`src/rtl/mem_ctrl_pkg.sv`:
```
// mem_ctrl_pkg: shared state encoding, error codes and defaults for the memory access controller
package mem_ctrl_pkg;
  typedef enum logic {IDLE, WAIT} state_t;
  localparam logic [1:0] ERR_NONE     = 2'b00;
  localparam logic [1:0] ERR_MISALIGN = 2'b01;
  localparam logic [1:0] ERR_RW       = 2'b10;
  localparam logic [1:0] ERR_TIMEOUT  = 2'b11;
  localparam int TIMEOUT_DEF = 16;
endpackage

```
`src/rtl/mem_timeout_cnt.sv`:
```
// mem_timeout_cnt: clearable saturating counter that flags expiry at MAX-1
module mem_timeout_cnt #(
  parameter int MAX = 16
) (
  input  logic clk_i,
  input  logic rst_i,
  input  logic clr_i,
  input  logic en_i,
  output logic expired_o
);
  localparam int W = MAX > 1 ? $clog2(MAX) : 1;
  logic [W-1:0] cnt;
  assign expired_o = cnt == W'(MAX - 1);
  always_ff @(posedge clk_i or posedge rst_i)
    if (rst_i) cnt <= '0;
    else if (clr_i) cnt <= '0;
    else if (en_i && !expired_o) cnt <= cnt + W'(1);
endmodule

```
`src/rtl/mem_access_ctrl.sv`:
```
// mem_access_ctrl: MEM-stage bridge that stalls the pipeline while a single word access completes
module mem_access_ctrl
  import mem_ctrl_pkg::*;
#(
  parameter int          TIMEOUT   = TIMEOUT_DEF,
  parameter logic [31:0] ERR_RDATA = 32'h0000_0000
) (
  input  logic        clk_i,
  input  logic        rst_i,
  input  logic        mem_read_i,
  input  logic        mem_write_i,
  input  logic [31:0] addr_i,
  input  logic [31:0] wdata_i,
  output logic        stall_o,
  output logic [31:0] rdata_o,
  output logic        rvalid_o,
  output logic [1:0]  err_o,
  output logic        mreq_o,
  output logic        mwe_o,
  output logic [31:0] maddr_o,
  output logic [31:0] mwdata_o,
  input  logic        mack_i,
  input  logic [31:0] mrdata_i
);
  state_t state;
  logic any_req, misalign, rw_both, valid, expired;
  assign any_req  = mem_read_i | mem_write_i;
  assign misalign = any_req && addr_i[1:0] != 2'b00;
  assign rw_both  = mem_read_i && mem_write_i;
  assign valid    = any_req && !misalign && !rw_both;
  // the pipeline advances on the same edge that ends the access, whether by ack or abort
  assign stall_o  = state == IDLE ? valid : !mack_i && !expired;
  mem_timeout_cnt #(.MAX(TIMEOUT)) u_cnt (
    .clk_i    (clk_i),
    .rst_i    (rst_i),
    .clr_i    (state == IDLE),
    .en_i     (!mack_i),
    .expired_o(expired)
  );
  always_ff @(posedge clk_i or posedge rst_i) begin
    if (rst_i) begin
      state    <= IDLE;
      mreq_o   <= 1'b0;
      mwe_o    <= 1'b0;
      maddr_o  <= '0;
      mwdata_o <= '0;
      rdata_o  <= '0;
      rvalid_o <= 1'b0;
      err_o    <= ERR_NONE;
    end else begin
      rvalid_o <= 1'b0;
      if (state == IDLE) begin
        if (valid) begin
          state    <= WAIT;
          mreq_o   <= 1'b1;
          mwe_o    <= mem_write_i;
          maddr_o  <= {addr_i[31:2], 2'b00};
          mwdata_o <= wdata_i;
        end else if (err_o == ERR_NONE && misalign) err_o <= ERR_MISALIGN;
        else if (err_o == ERR_NONE && rw_both) err_o <= ERR_RW;
      end else if (mack_i || expired) begin
        state  <= IDLE;
        mreq_o <= 1'b0;
        mwe_o  <= 1'b0;
        if (!mwe_o) begin
          rdata_o  <= mack_i ? mrdata_i : ERR_RDATA;
          rvalid_o <= 1'b1;
        end
        if (!mack_i && err_o == ERR_NONE) err_o <= ERR_TIMEOUT;
      end
    end
  end
endmodule

```
`config.mk`:
```
export PLATFORM = sky130hd
export DESIGN_NAME = mem_access_ctrl
export DESIGN_NICKNAME = d
export VERILOG_FILES = /design/src/rtl/mem_ctrl_pkg.sv /design/src/rtl/mem_timeout_cnt.sv /design/src/rtl/mem_access_ctrl.sv
export SDC_FILE = /design/constraint.sdc
export NUM_CORES = 1
export LEC_CHECK = 0
export CAP_MARGIN = 20
export CORE_MARGIN = 2
export CORE_UTILIZATION = 25
export CTS_BUF_LIST = sky130_fd_sc_hd__clkbuf_16
export DETAILED_ROUTE_END_ITERATION = 8
export PLACE_DENSITY = 0.61
export SLEW_MARGIN = 25
export SYNTH_ARGS = -nofsm -noshare
export SYNTH_HDL_FRONTEND = slang
export SYNTH_HIERARCHICAL = 1
export SYNTH_SLANG_ARGS = --single-unit
```
`constraint.sdc`:
```
create_clock -name clk_i -period 4.1 [get_ports clk_i]
set_input_delay 1.025 -clock clk_i [delete_from_list [all_inputs] [get_ports clk_i]]
set_output_delay 1.025 -clock clk_i [all_outputs]
set_load 0.005 [all_outputs]
```
==> flow_summary.toml <==
[run_status]
run_status = "completed"

[power]
p_int_mw = 2.72
power.density_mw_per_mm2 = 525
switching_power_uw = 898
power_frac_clock_pct = 27.5
ir_drop_uv = 234
comb_power_share_pct = 32.1
seqPwrFrac_pct = 40.4
switching_share_pct = 24.8
leakage_nw = 3.04

[place]
place_hpwl_um = 8020
port-buffer-count = 200
place_inst = 736
gp_congestion = 0.711

[sta]
finalSetupViolCount = 0
hold_violations = 0
finalMaxSlewViolations = 0
slew_headroom_pct = 44.3
clock_skew_ps = 8.47
worstMarginPinSlew_ps = 835
timing.fmax_mhz = 272
rsz0062_at_grt = "false"
finalSetupTns_ps = 0
fin_crit_ps = 3670
min_period_over_period_pct = 89.6

[floorplanning]
fp-row-count = 48
core_mm2 = 0.0171
dieHeight_um = 135
initial_core_util_pct = 25.3
die-area_mm2 = 0.0184
ios = 203
fp.dieW_um = 135

[final_layout]
fillers = 1614
drive_gt1_share_pct = 17.6
final_nets = 624
final_cell_mix = "clkdlybuf4s50_1, dfrtp_1, o21ai_0"
synthToLayoutAreaGrowth_pct = 59.5
diodes = 0
final_cells = 752
final_common_cell = "clkdlybuf4s50_1"

[global_route]
grt_max_degree = 53
grt_pass1_vias = 3368
track_usage_pct = 12.1
grt_overflow = 0
antenna_found_initial = 0
grt_pass1_wl_um = 17500

[setup_path]
slowest_stage = "clkdlybuf4s50_1"
crit_path_max_fanout = 4
r2r_cells = 5
critPathCaptureType = "primary output"
reg2reg_to = "maddr_o[2]$_DFFE_PP0P_"
setup.worst_path.end = "stall_o"
critPathRequiredTime_ps = 3070
slowest_delay_ps = 590
crit_arrival_ps = 2650
crit_chain = "clkdlybuf4s50_1 > xor2_1 > nand3_4 > o31ai_1 > clkdlybuf4s50_1"
ff2ff_setup_slack_ps = 1810
cpMostUsedCell = "clkdlybuf4s50_1"
crit_start = "mem_write_i"
r2r_start = "state$_DFF_PP0_"
path_class = "in2out"
start_kind = "input port"

[drt]
vias_per_cell = 4.31
avgRoutedWirePerCell_um = 14.9
drc = 0
drt_first_iter_violations = 138
vias = 3244
ant_nets = 0
wirelength_um = 11200
first_pass_iters = 4

[clock_tree]
clock_path_buffers = 2
ctsHoldBuffers = 0
cts_tree = "done"
clk_pin_slew_worst_paths_ps = 70
cts_setup_buffers = 0
post_cts_resized = 0
htree_levels = 3
cts_buffers = 9
cts_num_sinks = 104
cts_root_buf = "clkbuf_16"
clock_latency_ps = 340

[synth]
synth_top_cell_by_area = "dfrtp_1"
synth_warnings = 6
netlist_area_mm2 = 0.00432
ys_top_cells_by_area = "dfrtp_1, mux2_4, o21ai_0"
synth-seq-area-share_pct = 60.2
synth_area_per_cell_um2 = 13.3
synth.distinct_cells = 32
synth-seq-cells = 104
netlist.area_leader.share_pct = 60.2
syn_inst = 326

[job]
maxCapViolations = 0

[worst_hold_path]
hold_class = "reg2reg"
-- Yosys cell counts --
| master | count |
|---|---|
| buf_6 | 6 |
| nor4b_1 | 1 |
| buf_4 | 2 |
| mux2i_1 | 2 |
| o21ai_0 | 65 |
| a21oi_1 | 2 |
| nand2b_1 | 2 |
| xor2_1 | 1 |
| or2_2 | 1 |
| and4b_2 | 1 |
| nand2_1 | 36 |
| o31ai_1 | 1 |
| or2_1 | 1 |
| mux2_4 | 48 |
| nor2b_4 | 1 |
| nand3_1 | 1 |
| buf_2 | 3 |
| ha_1 | 1 |
| mux2_2 | 15 |
| and3_4 | 1 |
| nor3_1 | 1 |
| o21ai_2 | 1 |
| or3_1 | 2 |
| clkbuf_1 | 11 |
| nor2b_1 | 1 |
| nand4_1 | 1 |
| nor4_1 | 1 |
| nand3b_1 | 1 |
| dfrtp_1 | 104 |
| inv_1 | 6 |
| nor2_1 | 5 |
| conb_1 | 1 |
-- power by group through the flow --
stage / clock network [mW] / registers, mW / logic [mW]
detailed placement: 0 / 1.48 / 1.17
global route: 1.08 / 1.50 / 1.25
CTS: 1.03 / 1.47 / 1.18
floorplan: 0 / 1.49 / 0.385
global placement: 0 / 1.46 / 1.16
finish: 0.996 / 1.46 / 1.16
-- flip-flops by register name, summed over array words and instances, names as in the netlist, 2 cells and up --
register,cells
maddr_o,30
err_o,2
rdata_o,32
u_cnt/cnt,4
mwdata_o,32
-- per-stage QoR --
step	util, %	instance area (µm²)	hold slack, ps	power (mW)	setup WS, ps
3_3_place_gp	38.2	6540	461	2.62	461
6_report	40.3	6890	501	3.62	425
4_1_cts	40.3	6890	507	3.68	401
2_1_floorplan	-	4330	470	1.87	456
3_5_place_dp	38.2	6540	478	2.65	444
5_1_grt	40.3	6890	516	3.83	316
-- metal layers --
layer  wire [µm]  track usage (%)  vias to the layer above
met2        5100             19.0                      161
li1            -                -                     1503
met4         163             4.57                        0
met1        4690             14.9                     1570
met5           0                0                        -
met3        1240             5.01                       10
-- critical path: cells and delay by family --
| kind | cells | cell delay (ps) |
|---|---|---|
| buffers and inverters | 2 | 1140 |
| xor gates and xnor gates | 1 | 270 |
| AOI/OAI and AO/OA | 1 | 110 |
| and+or+nand+nor | 1 | 100 |
-- worst min path at each step --
stage	from	slack, ps	endpoint	cells past startpoint
floorplan	mreq_o$_DFFE_PP0P_	470	mreq_o$_DFFE_PP0P_	2
global placement	mreq_o$_DFFE_PP0P_	460	mreq_o$_DFFE_PP0P_	2
detailed placement	mreq_o$_DFFE_PP0P_	480	mreq_o$_DFFE_PP0P_	2
CTS	mreq_o$_DFFE_PP0P_	510	mreq_o$_DFFE_PP0P_	2
global route	mwdata_o[6]$_DFFE_PP0P_	520	mwdata_o[6]$_DFFE_PP0P_	1
finish	mreq_o$_DFFE_PP0P_	500	mreq_o$_DFFE_PP0P_	2
-- area by class of cell --
class	count	area (µm²)	share of cell area [%]
inverter	6	25.0	0.363
multi-input combinational	195	1580	22.9
tap	225	282	4.08
clock inverter	7	124	1.80
timing repair buffer	206	2060	29.9
sequential	104	2600	37.8
clock buffer	9	225	3.27
-- cell families after synthesis --
logic type,count (synthesis),share of synthesized area [%]
xor gates and xnor gates,1,0.203
adders and majority gates,1,0.289
muxes,65,21.0
and+or+nand+nor,57,6.31
DFF,104,60.2
AOI/OAI and AO/OA,69,8.13
buffers and inverters,28,3.73
other,1,0.0867
(Power assumes the default switching activity.)
